**config.mk**
```make
export PLATFORM = sky130hd
export DESIGN_NAME = instruction_fetch_unit
export DESIGN_NICKNAME = d
export VERILOG_FILES = /design/src/rtl/instruction_fetch_unit.sv
export SDC_FILE = /design/constraint.sdc
export NUM_CORES = 1
export LEC_CHECK = 0
export CAP_MARGIN = 20
export CORE_ASPECT_RATIO = 0.9
export CORE_MARGIN = 3
export CORE_UTILIZATION = 40
export DETAILED_ROUTE_END_ITERATION = 8
export PLACE_DENSITY = 0.66
export SLEW_MARGIN = 10
export SYNTH_ARGS = -nofsm -noshare
export SYNTH_HDL_FRONTEND = slang
export SYNTH_SLANG_ARGS = --single-unit
```
**constraint.sdc**
```tcl
create_clock -name clk -period 9.53 [get_ports clk]
set_input_delay 0.953 -clock clk [delete_from_list [all_inputs] [get_ports clk]]
set_output_delay 0.953 -clock clk [all_outputs]
set_load 0.02 [all_outputs]
```
**src/rtl/instruction_fetch_unit.sv**
```systemverilog
// instruction_fetch_unit: drives the fetch PC into the program ROM and buffers fetched words for decode.
module instruction_fetch_unit #(
   parameter int                    DATA_WIDTH = 32,
   parameter logic [DATA_WIDTH-1:0] RESET_PC   = 32'h00400000,
   parameter int                    FIFO_DEPTH = 2
) (
   input  logic                  clk,
   input  logic                  reset,
   output logic [DATA_WIDTH-1:0] imem_address_o,
   input  logic [DATA_WIDTH-1:0] imem_instruction_i,
   input  logic                  redirect_i,
   input  logic [DATA_WIDTH-1:0] redirect_pc_i,
   output logic                  if_valid_o,
   input  logic                  if_ready_i,
   output logic [DATA_WIDTH-1:0] if_instruction_o,
   output logic [DATA_WIDTH-1:0] if_pc_o
);
   localparam int AW = $clog2(FIFO_DEPTH);
   localparam logic [AW:0] FULL = (AW+1)'(FIFO_DEPTH);
   logic [DATA_WIDTH-1:0] fetch_pc;
   logic [DATA_WIDTH-1:0] pc_mem [FIFO_DEPTH];
   logic [DATA_WIDTH-1:0] ins_mem [FIFO_DEPTH];
   logic [AW:0] count;
   logic [AW-1:0] rd_ptr, wr_ptr;
   logic pop, push;
   always_comb begin
      pop  = if_valid_o & if_ready_i & ~redirect_i;
      push = ~redirect_i & ((count < FULL) | pop);
   end
   always_ff @(posedge clk) begin
      if (!reset) begin
         fetch_pc <= RESET_PC;
         count    <= '0;
         rd_ptr   <= '0;
         wr_ptr   <= '0;
         for (int i = 0; i < FIFO_DEPTH; i++) begin
            pc_mem[i]  <= '0;
            ins_mem[i] <= '0;
         end
      end else if (redirect_i) begin
         count    <= '0;
         rd_ptr   <= '0;
         wr_ptr   <= '0;
         fetch_pc <= {redirect_pc_i[DATA_WIDTH-1:2], 2'b00};
      end else begin
         if (push) begin
            pc_mem[wr_ptr]  <= fetch_pc;
            ins_mem[wr_ptr] <= imem_instruction_i;
            wr_ptr          <= wr_ptr + AW'(1);
            fetch_pc        <= fetch_pc + DATA_WIDTH'(4);
         end
         if (pop) rd_ptr <= rd_ptr + AW'(1);
         count <= count + (AW+1)'(push) - (AW+1)'(pop);
      end
   end
   assign imem_address_o   = fetch_pc;
   assign if_valid_o       = (count != '0);
   assign if_instruction_o = ins_mem[rd_ptr];
   assign if_pc_o          = pc_mem[rd_ptr];
endmodule

```
==> run metrics, run 1 <==
outcome=complete, no violations; CP arrival=3.89 ns; slew margin rel.=32.5%; Setup Total Neg Slack=0 ns; Crit Path Max Fanout=62; # H-tree levels=4; initial antenna violation count=0; Yosys top cell by area=edfxtp_1; vias per cell=5.48; unique cell type count in the Yosys netlist=49; GRT overflow=0; Syn Inst Count=599; Min-Delay Path Class=reg2reg; Syn Area/Cell=12.4 µm²; number of gates resized after cts=0; top post-synthesis cells by area=edfxtp_1, dfxtp_1, mux2_2; Pleak=3.71 nW; max-cap violation count=0; Final Cycle Share=40.3%; crit start category=input pin; Netlist Area Pre-Place=7420 µm²; number of flops mapped to enable cells by yosys=between 100 and 150; die outline height=roughly 140 µm; sequential share of the synthesized area=59.7%; Crit path required time=9.58 ns; Critical Path End Type=flip-flop; FP Rows=46; Tmin final=3.84 ns; n_diodes=0; commonest non-fill, non-tap cell in the layout=clkdlybuf4s50_1; Post-synth top flop=edfxtp_1; r2r startpoint=count[1]; CTS Buf Count=17; routed vias=around 5400; share of layout cells above drive strength 1=13.9%; via count of the first global-routing pass=5468; largest net degree at the start of global routing=63; final count of negative-setup-slack endpoints=0; clk_lat worst skew=0.43 ns; RePlAce Congestion=approximately 0.9; Clock Path Buffers=2; clock tree from TritonCTS=yes; die width=150 µm; crit path from=reset; Clk pin slew, worst setup/hold paths=0.06 ns; critical path type=in2reg; PwrDens=182 nW/µm²; Final Max Tran Viols=0; IO buf count=158; 1st-pass router iterations=5; async set-reset flop share out of synthesis=0%; Slew @ Worst Pin=1.01 ns; Die Area=between 20000 and 25000 µm²; Max Clock Freq=261 MHz; DP HPWL=between 10 and 15 mm; most frequent cells in the layout=clkdlybuf4s50_1, edfxtp_1, and3_1; Layout Nets=807; CTS Hold Bufs=0; Clock Sink Count=159; setup repair after global routing missed its margin=false; DRC errors left=0; Hold Startpoint=rd_ptr; Root Buffer=clkbuf_16; Post-DRT Antenna Nets=0; post-synth top area share=50.2%; Initial Util=41.4%; first-pass GRT wire length=slightly below 30 mm; I/O pin count=165; drt wl/cell=19.1 µm; WHS Path Cells=2; Setup Skew=slightly below 0.008 ns; Ys Warns=0; total power=1.78 mW; Total GRT Usage=18.7%; Placeable Area=approximately 18000 µm²; Synth Register Bits=159; Syn-to-layout area delta=31.8%; cells on worst reg2reg path=4; Hold Fails Final Rpt=0; drt total wl=18.8 mm; Max VDD drop=121 µV; Post-CTS Setup Repair Bufs=0; R2R setup slack=6.69 ns; Iteration-0 DRC Markers=between 400 and 500
==> cell usage after synthesis (all sizes together) (2+ instances only) <==
| library cell | count |
|---|---|
| a2111oi | 2 |
| a211o | 2 |
| or2 | 2 |
| a31oi | 10 |
| a211oi | 5 |
| nor2 | 17 |
| a21oi | 9 |
| o41a | 2 |
| inv | 8 |
| nor3 | 3 |
| and3 | 71 |
| o21ai | 23 |
| o31ai | 12 |
| and2 | 62 |
| or4 | 13 |
| nor4 | 4 |
| nand2 | 14 |
| nor2b | 3 |
| buf | 9 |
| edfxtp | 124 |
| xnor2 | 8 |
| ha | 3 |
| nor3b | 2 |
| nand2b | 5 |
| a311oi | 7 |
| nand3 | 7 |
| nand4 | 15 |
| or3 | 3 |
| xor2 | 3 |
| mux2 | 62 |
| dfxtp | 35 |
| and4 | 2 |
| clkbuf | 41 |
==> per-layer routing <==
metal / global-route usage (%) / wire [µm] / up-vias
li1: - / - / 2531
met1: 24.3 / 8170 / 2643
met2: 30.5 / 8910 / 222
met3: 5.49 / 1500 / 25
met4: 5.64 / 266 / 0
met5: 0 / 0 / -
==> report_power, final <==
part           switching, mW  internal (mW)  total, mW
Sequential            0.0319          0.795      0.827
Combinational          0.120          0.115      0.235
Clock                  0.266          0.450      0.717
==> worst max-delay path: stages <==
cell	delay, ns
clkdlybuf4s50_1	0.45
buf_4	0.30
nand2b_1	0.23
a21oi_4	0.50
buf_4	0.50
nand2_1	0.16
nand2_4	0.69
==> path summary, 6_finish.rpt <==
check                                       to
worst max-delay path            ins_mem[1][10]
worst min-delay path                    rd_ptr
worst max register to register  ins_mem[1][10]
worst min register to register          rd_ptr
==> stage by stage <==
stage | cell area [µm²] | util [%] | setup WS [ns] | std cells | hold slack (ns)
detailed placement | 9170 | 51.2 | 5.25 | 957 | 0.492
global placement | 9160 | 51.2 | 5.33 | 956 | 0.484
global route | 9780 | 54.6 | 5.51 | 989 | 0.549
CTS | 9780 | 54.6 | 5.71 | 989 | 0.516
floorplan | 7430 | - | 3.00 | 602 | 0.472
finish | 9780 | 54.6 | 5.69 | 989 | 0.517
==> final cells by class <==
cell class,instances,area [µm²]
Multi-Input combinational cell,384,2770
Fill cell,1530,8120
Clock inverter,8,139
Sequential cell,159,4430
Timing Repair Buffer,165,1630
Tap cell,240,300
Clock buffer,24,472
Inverter,9,33.8
==> kinds of logic (layout without fill, tap and decap cells) <==
family | after synthesis | after routing | synth area share [%]
and+or+nand+nor | 225 | 225 | 18.2
AOI/OAI and AO/OA | 79 | 79 | 7.29
buffers and inverters | 59 | 206 | 3.54
other | 1 | 4 | 0.0506
DFF | 159 | 159 | 59.7
adders and majority gates | 3 | 3 | 0.506
muxes | 62 | 62 | 9.41
xor gates and xnor gates | 11 | 11 | 1.30
==> flip-flops by register name (all words and copies together), names as in the netlist, named ones only <==
name / cells
pc_mem: 60
ins_mem: 64
wr_ptr: 1
imem_address_o: 30
count: 2
rd_ptr: 1
Note: power is estimated with default switching activity, not from simulation.
==> run 2, diff against run 1 <==
==> constraint.sdc (replaced) <==
create_clock -name clk -period 3.7 [get_ports clk]
set_input_delay 0.37 -clock clk [delete_from_list [all_inputs] [get_ports clk]]
set_output_delay 0.37 -clock clk [all_outputs]
set_load 0.02 [all_outputs]
==> run 2 against run 1 <==
Clock-buffer cell count decreased by 4. Utilization decreased by 0.091 points. Final area decreased by 0.17%. Combinational power increased to 2.6 times the previous value. Setup slack got worse by 4.8 ns. Sequential share of layout area increased by 0.076 points. Die area unchanged. Flip-flop and latch count unchanged. Sequential power increased to 2.6 times the previous value. Power increased by 150%. Worst hold slack got worse by 0.0085 ns. Global-route usage increased by 0.30 points. Largest power group unchanged. Highest routed layer unchanged.
==> run metrics, run 2 (synthesized netlist as in run 1, its figures left out) <==
max-cap violation count=0; die outline height=135 µm; Total GRT Usage=a little under a fifth; Clock Path Buffers=2; Die Area=20200 µm²; share of layout cells above drive strength 1=14.4%; Initial Util=about two fifths; Pleak=approximately 3.7 nW; commonest non-fill, non-tap cell in the layout=clkdlybuf4s50_1; CTS Buf Count=17; # H-tree levels=4; number of gates resized after cts=0; PwrDens=452 nW/µm²; cell area after layout=about 10000 µm²; DRC errors left=0; Layout Nets=810; DP HPWL=roughly 11 mm; largest net degree at the start of global routing=66; Setup Total Neg Slack=0 ns; Crit Path Max Fanout=62; CP endpoint=if_pc_o[17]; Tmin final=2.76 ns; n_diodes=0; Syn-to-layout area delta=31.6%; Max VDD drop=312 µV; CTS Hold Bufs=0; routed vias=5483; slew margin rel.=roughly 39%; Clock Sink Count=approximately 160; Max Clock Freq=362 MHz; final count of negative-setup-slack endpoints=0; Post-DP Area=~9000 µm²; outcome=complete, no violations; FP Rows=46; IO buf count=158; Fillers=between 1500 and 2000; Biggest register=ins_mem; total power=4.41 mW; Clk pin slew, worst setup/hold paths=0.06 ns; FF-to-FF End=imem_address_o[23]; RePlAce Congestion=0.876; most frequent cells in the layout=clkdlybuf4s50_1, edfxtp_1, and3_1; GRT overflow=0; CP arrival=~2.4 ns; Placeable Area=around 18000 µm²; vias per cell=5.53; Critical Path End Type=output pin; R2R setup slack=between 1 and 1.5 ns; Hold Fails Final Rpt=0; Final Cycle Share=around three quarters; cells on worst reg2reg path=4; Non-Filler Instances=992; setup repair after global routing missed its margin=false; die width=~150 µm; clock tree from TritonCTS=yes; crit start category=flip-flop; I/O pin count=approximately 170; r2r startpoint=imem_address_o[6]; first-pass GRT wire length=roughly 30 mm; Post-CTS Setup Repair Bufs=0; 1st-pass router iterations=6; placed insts=959; Final Max Tran Viols=0; drt wl/cell=19.2 µm; Crit path required time=3.33 ns; Min-Delay Path Class=in2reg; drt total wl=about 19 mm; Setup Skew=roughly 0.014 ns; Root Buffer=clkbuf_16; fin util=a little over half; Iteration-0 DRC Markers=430; Slew @ Worst Pin=0.915 ns; Post-DRT Antenna Nets=0; max reg flops=64; initial antenna violation count=0; via count of the first global-routing pass=5537; clk_lat worst skew=roughly 0.43 ns; critical path type=reg2out
==> run 2: cell count changes in the layout (fill, tap and decap cells not counted), sizes merged <==
cell	change
buf	+3
clkinvlp	+5
clkinv	+1
clkbuf	-4
bufinv	-2
==> run 2: critical path: stages (launching register included) <==
cell,delay [ns]
dfxtp_4,0.94
mux2_2,0.42
clkdlybuf4s50_1,0.59
==> run 2: how the worst min path moves through the flow <==
stage                startpoint                 to  slack, ns  depth (start not counted)
2_1_floorplan            rd_ptr          flip-flop       0.47                          2
3_3_place_gp             rd_ptr             rd_ptr       0.48                          2
3_5_place_dp             rd_ptr          flip-flop       0.50                          2
4_1_cts        redirect_pc_i[2]  imem_address_o[2]       0.50                          3
5_1_grt        redirect_pc_i[2]  imem_address_o[2]       0.53                          3
6_report       redirect_pc_i[2]  imem_address_o[2]       0.51                          3
==> run 2: power by group <==
group / internal, mW / leakage [nW] / switching, mW / total [mW]
clock: 0.983 / 0.257 / 0.690 / 1.67
combinational: 0.300 / 1.82 / 0.313 / 0.613
sequential: 2.05 / 1.61 / 0.0812 / 2.13
total: 3.33 / 3.69 / 1.08 / 4.41
==> run 2: layout make-up <==
class,instances,area [µm²],share of cell area [%]
Inverter,9,33.8,0.346
Clock buffer,20,437,4.47
Clock inverter,12,120,1.23
Tap cell,240,300,3.08
Sequential cell,159,4430,45.4
Multi-Input combinational cell,384,2770,28.4
Timing Repair Buffer,168,1670,17.1
==> run 2: through the flow <==
step	hold slack, ns	worst slack [ns]
2_1_floorplan	0.472	0.609
3_3_place_gp	0.484	0.917
3_5_place_dp	0.497	0.840
4_1_cts	0.499	0.886
5_1_grt	0.533	0.825
6_report	0.509	0.938
==> run 2: metal layers <==
metal / up-vias / wire length, µm / global-route usage, %
met5: - / 0 / 0
met4: 0 / 160 / 5.49
met3: 13 / 1500 / 5.42
met2: 238 / 9000 / 29.9
met1: 2688 / 8400 / 25.8
li1: 2544 / - / -
